$ cat config.mk
export PLATFORM = sky130hd
export DESIGN_NAME = alu_arbiter
export DESIGN_NICKNAME = d
export VERILOG_FILES = /design/src/rtl/alu_pkg.sv /design/src/rtl/alu_core.sv /design/src/rtl/alu_arbiter.sv
export SDC_FILE = /design/constraint.sdc
export NUM_CORES = 1
export LEC_CHECK = 0
export CORE_AREA = 5 5 65 81
export CTS_BUF_LIST = sky130_fd_sc_hd__clkbuf_8
export CTS_CLUSTER_DIAMETER = 150
export DETAILED_ROUTE_END_ITERATION = 12
export DIE_AREA = 0 0 70 86
export PLACE_DENSITY = 0.7
export SLEW_MARGIN = 20
export SYNTH_ARGS = -nofsm -noshare
export SYNTH_HDL_FRONTEND = slang
export SYNTH_SLANG_ARGS = --single-unit
$ cat constraint.sdc
create_clock -name clk -period 3.1 [get_ports clk]
set_input_delay 0.465 -clock clk [delete_from_list [all_inputs] [get_ports clk]]
set_output_delay 0.465 -clock clk [all_outputs]
set_load 0.1 [all_outputs]
$ cat src/rtl/alu_pkg.sv
// Shared constants and types for the two-requester ALU arbiter.
package alu_pkg;

    localparam int unsigned DataW  = 4;
    localparam int unsigned OpW    = 3;
    localparam int unsigned NumReq = 2;

    // ALU opcodes
    localparam logic [OpW-1:0] OpAdd = 3'b000;
    localparam logic [OpW-1:0] OpSub = 3'b001;
    localparam logic [OpW-1:0] OpAnd = 3'b010;
    localparam logic [OpW-1:0] OpOr  = 3'b011;
    localparam logic [OpW-1:0] OpXor = 3'b100;
    localparam logic [OpW-1:0] OpNot = 3'b101;
    localparam logic [OpW-1:0] OpShl = 3'b110;
    localparam logic [OpW-1:0] OpShr = 3'b111;

    typedef enum logic [1:0] {
        StIdle = 2'd0,
        StExec = 2'd1,
        StResp = 2'd2
    } state_e;

    // One-hot grant: a lone requester wins; on contention the one not granted last wins.
    function automatic logic [NumReq-1:0] rr_grant(logic [NumReq-1:0] valid, logic last);
        logic [NumReq-1:0] grant;
        grant = '0;
        unique case (valid)
            2'b01:   grant = 2'b01;
            2'b10:   grant = 2'b10;
            2'b11:   grant = last ? 2'b01 : 2'b10;
            default: grant = 2'b00;
        endcase
        return grant;
    endfunction

endpackage

$ cat src/rtl/alu_core.sv
// Purely combinational 4-bit ALU; every result is truncated to DataW bits.
module alu_core
    import alu_pkg::*;
(
    input  logic [DataW-1:0] a,
    input  logic [DataW-1:0] b,
    input  logic [OpW-1:0]   op,
    output logic [DataW-1:0] result
);

    // Opcode decode
    always_comb begin
        result = '0;
        unique case (op)
            OpAdd:   result = a + b;
            OpSub:   result = a - b;
            OpAnd:   result = a & b;
            OpOr:    result = a | b;
            OpXor:   result = a ^ b;
            OpNot:   result = ~a;
            OpShl:   result = a << 1;
            OpShr:   result = a >> 1;
            default: result = '0;
        endcase
    end

endmodule

$ cat src/rtl/alu_arbiter.sv
// Round-robin arbiter in front of a shared ALU: accept one request, compute, hold the
// response until consumed, then return to idle.
module alu_arbiter
    import alu_pkg::*;
#(
    parameter int unsigned CNT_W = 8
) (
    input  logic                     clk,
    input  logic                     rst_n,
    input  logic [NumReq-1:0]        req_valid,
    output logic [NumReq-1:0]        req_ready,
    input  logic [NumReq*DataW-1:0]  req_a,
    input  logic [NumReq*DataW-1:0]  req_b,
    input  logic [NumReq*OpW-1:0]    req_op,
    output logic                     rsp_valid,
    input  logic                     rsp_ready,
    output logic [DataW-1:0]         rsp_result,
    output logic                     rsp_id,
    output logic                     busy,
    output logic [CNT_W-1:0]         done_cnt
);

    localparam logic [CNT_W-1:0] CntOne = CNT_W'(1);

    state_e             state_q, state_d;
    logic               last_q;
    logic [DataW-1:0]   a_q, b_q;
    logic [OpW-1:0]     op_q;
    logic               id_q;
    logic               rsp_valid_q;
    logic [DataW-1:0]   rsp_result_q;
    logic               rsp_id_q;
    logic [CNT_W-1:0]   done_cnt_q;

    logic [NumReq-1:0]  grant;
    logic               grant_idx;
    logic               accept;
    logic               rsp_hs;
    logic [DataW-1:0]   alu_res;

    // Arbitration and handshake decode
    always_comb begin
        grant     = rr_grant(req_valid, last_q);
        grant_idx = grant[1];
        accept    = (state_q == StIdle) && (|grant);
        rsp_hs    = (state_q == StResp) && rsp_valid_q && rsp_ready;
    end

    // State register
    always_ff @(posedge clk or negedge rst_n) begin
        if (!rst_n) begin
            state_q <= StIdle;
        end else begin
            state_q <= state_d;
        end
    end

    // Next-state logic
    always_comb begin
        state_d = state_q;
        unique case (state_q)
            StIdle:  if (accept) state_d = StExec;
            StExec:  state_d = StResp;
            StResp:  if (rsp_hs) state_d = StIdle;
            default: state_d = StIdle;
        endcase
    end

    // Outputs; req_ready is gated by reset so it reads 00 the moment rst_n falls
    always_comb begin
        req_ready = '0;
        if (rst_n && (state_q == StIdle)) begin
            req_ready = grant;
        end
        busy       = (state_q != StIdle);
        rsp_valid  = rsp_valid_q;
        rsp_result = rsp_result_q;
        rsp_id     = rsp_id_q;
        done_cnt   = done_cnt_q;
    end

    // Operand capture and last-grant pointer, both updated only on an accept
    always_ff @(posedge clk or negedge rst_n) begin
        if (!rst_n) begin
            a_q    <= '0;
            b_q    <= '0;
            op_q   <= '0;
            id_q   <= 1'b0;
            last_q <= 1'b1;
        end else if (accept) begin
            a_q    <= grant_idx ? req_a[2*DataW-1:DataW] : req_a[DataW-1:0];
            b_q    <= grant_idx ? req_b[2*DataW-1:DataW] : req_b[DataW-1:0];
            op_q   <= grant_idx ? req_op[2*OpW-1:OpW]    : req_op[OpW-1:0];
            id_q   <= grant_idx;
            last_q <= grant_idx;
        end
    end

    // Response registers: loaded in EXEC, held through RESP until the handshake
    always_ff @(posedge clk or negedge rst_n) begin
        if (!rst_n) begin
            rsp_valid_q  <= 1'b0;
            rsp_result_q <= '0;
            rsp_id_q     <= 1'b0;
        end else if (state_q == StExec) begin
            rsp_valid_q  <= 1'b1;
            rsp_result_q <= alu_res;
            rsp_id_q     <= id_q;
        end else if (rsp_hs) begin
            rsp_valid_q  <= 1'b0;
        end
    end

    // Completed-operation counter, wraps naturally
    always_ff @(posedge clk or negedge rst_n) begin
        if (!rst_n) begin
            done_cnt_q <= '0;
        end else if (rsp_hs) begin
            done_cnt_q <= done_cnt_q + CntOne;
        end
    end

    alu_core u_alu_core (
        .a      (a_q),
        .b      (b_q),
        .op     (op_q),
        .result (alu_res)
    );

endmodule

==> metrics, run 1 <==
hold_ws=0.468 ns; Post-synth ARST share=100%; drt pass-1 iters=4; Cell variety after synth=45; FF+latch area=727 um^2; crit path time final=2.40 ns; most used cell, CP=nor2_1; Net count, final=272; initial antenna violation count=0; Multi-input gate area=1010 um^2; worst skew pair latency=0.28 ns; crit-path cells=nor2_1, nand2_1, nor2_1, a21o_1, fa_1, xor2_1, mux4_1, o21ai_1; CTS tree=done; Ports=44; DR WL/cell=13.6 um; Post-CTS Setup Bufs=0; CTS sink cnt=29; placed cell area=2310 um^2; grt total ovfl=0; vias per cell=5.03; Resized cells post-CTS=0; routed via count=1459; htree depth=2; non-filler instance count after layout=290; CTS buffer count=5; #FFs+latches synth=29; Starting Density=42.2%; commonest non-fill, non-tap cell in the layout=dfrtp_1; Max Slew Vio Count=0; design area=2410 um^2; most frequent cells in the layout=dfrtp_1 (28), clkdlybuf4s50_1 (26), buf_4 (20); crit path kind=reg2reg; number of flops mapped to enable cells by yosys=0; IO buf count=43; total core area=4390 um^2; Die Wd=70 um; GPL Wtd Cong=0.795; first-pass GRT wire length=6.52 mm; register area share after synthesis=39.2%; Critical Path Slowest Stage Cell=dfrtp_1; Rows=27; status=finished, final reports clean; Setup Skew=0.00466 ns; clock-pin slew on the worst setup and hold paths=0.07 ns; hold path cells=1; r2r worst-path depth=8; antenna cells=0; CP Data Required Time=3.31 ns; synth warn=0; crit end category=register; initial drt markers=68; DPL Wire Length=3.07 mm; Clock Path Buffers=2; Syn Inst Count=187; vias in the first global route=1371; Final Cycle Share=77.5%; Largest stage delay, worst path=0.67 ns; Fin. Hold Viols=0; headroom to the max-slew limit=51.7%; crit path launch type=register; syn_area_per_cell=9.91 um^2; # setup viols final=0; Die H=86 um; Total GRT Usage=13.7%; Max Cap Viol=0; WL final=3.93 mm; CTS Hold Bufs=0; Fillers=408; dpl cells=282; Net Count, Synth=228; Root Buffer=clkbuf_8; Syn-to-layout area delta=30.0%; setup TNS=0 ns; ANT nets after route=0; CP arrival=2.61 ns; largest net degree at the start of global routing=25; RSZ-0062 raised after global routing=no; die area=6020 um^2; class of the tightest hold or removal check=reg2reg; Synth Cell Area=1850 um^2; share of cells above drive strength 1=15.5%; crit path max fanout=16; Slew @ Worst Pin=0.725 ns; Peak Freq=416 MHz; DRC Markers=0; commonest register cell after synthesis=dfrtp_1
[cell usage after synthesis (3+ instances only)]
cell type | number | share of area, %
mux2i_1 | 14 | 7.6
nor3_1 | 3 | 0.81
ha_1 | 13 | 8.8
nand2_1 | 9 | 1.8
nand2b_1 | 4 | 1.4
buf_4 | 4 | 1.6
nand3_1 | 3 | 0.81
xor2_1 | 4 | 1.9
o21ai_0 | 8 | 2.2
xnor2_1 | 6 | 2.8
and3_1 | 3 | 1.0
dfrtp_1 | 28 | 38
nor2_1 | 18 | 3.6
buf_2 | 6 | 1.6
inv_1 | 14 | 2.8
a21oi_1 | 16 | 4.3
[stage by stage]
| stage | setup WS (ns) | utilization, % |
|---|---|---|
| 2_1_floorplan | 0.837 | - |
| 3_3_place_gp | 0.775 | 52.6 |
| 3_5_place_dp | 0.717 | 52.6 |
| 4_1_cts | 0.702 | 54.8 |
| 5_1_grt | 0.521 | 54.8 |
| 6_report | 0.698 | 54.8 |
[state kept, by name, summed over array words and instances, names as in the netlist]
name / cells
a_q: 4
b_q: 4
done_cnt: 8
id_q: 1
last_q: 1
op_q: 3
rsp_id: 1
rsp_result: 4
rsp_valid: 1
state_q: 2
[path summary, 6_finish.rpt]
check / start / endpoint / slack [ns]
worst max-delay path: op_q[2] / rsp_result[2] / 0.70
worst min-delay path: done_cnt[7] / done_cnt[7] / 0.47
worst max register to register: op_q[2] / rsp_result[2] / 0.70
worst min register to register: done_cnt[7] / done_cnt[7] / 0.47
max in group asynchronous: rst_n / rsp_result[3] / 2.15
min in group asynchronous: rst_n / a_q[1] / 0.49
[critical path: cells and delay by family, from the launching register on]
| kind | cells | cell delay [ns] |
|---|---|---|
| simple gates | 3 | 0.33 |
| compound gates | 2 | 0.29 |
| flops | 1 | 0.67 |
| xor+xnor | 1 | 0.17 |
| mux | 1 | 0.47 |
| fa+ha+maj | 1 | 0.40 |
[cells by family after synthesis]
family | Yosys count | share of synthesized area (%)
simple gates | 50 | 14.3
compound gates | 42 | 15.4
flops | 29 | 39.2
buf+inv | 25 | 6.28
mux | 17 | 10.2
fa+ha+maj | 14 | 9.86
xor+xnor | 10 | 4.73
[cell type report]
type	instances	area share [%]
multi-input combinational	133	41.9
sequential	29	30.2
timing repair buffer	48	18.7
clock buffer	6	3.43
tap	58	3.01
inverter	14	2.18
clock inverter	2	0.571
[per-layer routing]
| metal | global-route usage (%) | wire (um) |
|---|---|---|
| met1 | 16.8 | 1740 |
| met2 | 21.2 | 1890 |
| met3 | 4.34 | 178 |
| met4 | 7.84 | 125 |
| met5 | 0 | 0 |
Power of run 1 is left out: the tool's default activity adds up to more than one toggle a clock period on the data nets, which glitch-free logic cannot reach.
==> run 2, diff against run 1 <==
- PLACE_DENSITY: 0.7 -> 0.72
- clock period: 3.1 -> 2 ns (I/O delays scaled with it)
==> run 2 against run 1 <==
- the flow now finishes with violations (negative setup slack)
- final cell count rose by 4.5%
- sequential share of layout area is 1.5 points lower
- flip-flop and latch count did not move
- worst setup slack got worse by 0.70 ns
- critical endpoint unchanged
- largest cell class unchanged
==> metrics, run 2 (same netlist as run 1, synthesis figures left out) <==
Critical path buffers and inverters=0 (unchanged); initial antenna violation count=0 (unchanged); Setup Skew=0.00589 ns (+0.00122 ns); Design Power=4.74 mW; largest net degree at the start of global routing=28 (+12%); Max Slew Vio Count=0 (unchanged); Total GRT Usage=15.6% (+1.9 points); initial drt markers=50 (-26%); crit path time final=2.00 ns (-0.401 ns); die area=6020 um^2 (unchanged); CTS buffer count=5 (unchanged); grt total ovfl=0 (unchanged); RSZ-0062 raised after global routing=yes; vias in the first global route=1559 (+14%); CTS sink cnt=29 (unchanged); headroom to the max-slew limit=71.2% (+20 points); non-filler instance count after layout=303 (+4.5%); DRC Markers=0 (unchanged); crit end category=register; vias per cell=5.05 (+0.43%); worst skew pair latency=0.29 ns (about the same); setup TNS=-0.00131 ns (-0.00131 ns); Critical path origin=op_q[1]; Die Wd=70 um (unchanged); routed via count=1531 (+4.9%); max reg flops=8 (unchanged); CP Data Required Time=2.21 ns (-1.10 ns); Rows=27 (unchanged); DPL Wire Length=3.27 mm (+6.5%); GPL Wtd Cong=0.819 (+3.0%); drt pass-1 iters=4 (unchanged); crit path max fanout=4 (-12); crit path kind=reg2reg; Fin. Hold Viols=0 (unchanged); critical path endpoint=rsp_result[2]; Slew @ Worst Pin=0.430 ns (-0.295 ns); Ports=44 (unchanged); Final WS setup=-0.00131 ns (-0.699 ns); # setup viols final=1 (+1); flop-to-flop setup slack=-0.001 ns (-0.70 ns); CTS tree=done; Syn-to-layout area delta=37.3%; failing checks=negative setup slack; Lkg Pwr=1.18 nW; dpl cells=294 (+4.3%); FF-to-FF Start=op_q[1]; Root Buffer=clkbuf_8; critical path depth=7 (-1); Critical Path Slowest Stage Cell=dfrtp_2; IO buf count=43 (unchanged); antenna cells=0 (unchanged); status=finished, violations left; Peak supply drop=0.00111 V; CP arrival=2.21 ns (-0.40 ns); most frequent cells in the layout=buf_4 (33), clkdlybuf4s50_1 (26), dfrtp_1 (25); Max Cap Viol=0 (unchanged); crit path launch type=register; Net count, final=285 (+4.8%); htree depth=2 (unchanged); share of cells above drive strength 1=24.5% (+9.0 points); DR WL/cell=14.4 um (+6.3%); r2r worst-path depth=7 (-1); Peak Freq=500 MHz (+20%); Final Cycle Share=100% (+23 points); commonest non-fill, non-tap cell in the layout=buf_4; class of the tightest hold or removal check=in2async; Starting Density=42.2% (unchanged); family with the most delay on the worst path=flip-flops; Die H=86 um (unchanged); Largest stage delay, worst path=0.46 ns (-0.21 ns); WL final=4.37 mm (+11%); Clock Path Buffers=2 (unchanged); first-pass GRT wire length=7.38 mm (+13%); ANT nets after route=0 (unchanged); crit-path cells=nor2_4, nand2_2, a21o_1, fa_2, xor2_1, mux4_2, o21ai_1; total core area=4390 um^2 (unchanged); clock-pin slew on the worst setup and hold paths=0.06 ns (about the same); R2R Path End=rsp_result[2]; Pwr Density=1860 nW/um^2
[run 2: cell types whose count changed in the layout (fill, tap and decap cells not counted), sizes merged]
cell,delta
buf,+13
[run 2: stage by stage]
step           hold slack [ns]  setup slack, ns  instance area, um^2  utilization (%)
6_report                 0.245         -0.00131                 2540             57.9
5_1_grt                  0.239          -0.0956                 2540             57.9
4_1_cts                  0.239          0.00347                 2520             57.4
3_5_place_dp             0.466         -0.00965                 2410             54.9
3_3_place_gp             0.462           0.0158                 2410             54.9
2_1_floorplan          0.00441          -0.0265                 1890                -
[run 2: what timing repair did]
item,CTS,global route
hold buffers,0,0
endpoints found under the setup margin,1,2
buffers inserted,0,1
gates resized for setup,1,6
pin swaps,2,0
[run 2: final cells by class]
cell class | instances | area, um^2
Clock buffer | 6 | 82.6
Tap cell | 58 | 72.6
Sequential cell | 29 | 731
Timing Repair Buffer | 61 | 548
Inverter | 14 | 52.6
Clock inverter | 2 | 13.8
Multi-Input combinational cell | 133 | 1040
Fill cell | 380 | 1850
[run 2: routing by layer]
layer / track usage (%) / routed length (um) / vias up
met5: 0 / 0 / -
met4: 8.89 / 155 / 0
met3: 3.17 / 178 / 10
met2: 25.9 / 2220 / 38
met1: 18.9 / 1810 / 720
li1: - / - / 763
[run 2: worst min-delay path by stage]
| stage | end | cells after the start | start | slack, ns |
|---|---|---|---|---|
| 3_5_place_dp | done_cnt[7] | 1 | done_cnt[7] | 0.47 |
| 6_report | b_q[3] | 1 | rst_n | 0.24 |
| 2_1_floorplan | a_q[0] | 0 | rst_n | 0.004 |
| 4_1_cts | b_q[3] | 1 | rst_n | 0.24 |
| 3_3_place_gp | done_cnt[7] | 1 | done_cnt[7] | 0.46 |
| 5_1_grt | b_q[3] | 1 | rst_n | 0.24 |
[run 2: power by group]
group	internal [mW]	switching [mW]	total, mW	leakage (nW)
Sequential	0.856	0.275	1.13	0.343
Clock	0.278	0.240	0.518	0.0512
Combinational	1.15	1.94	3.09	0.785
Total	2.28	2.46	4.74	1.18
(Power assumes the default switching activity.)
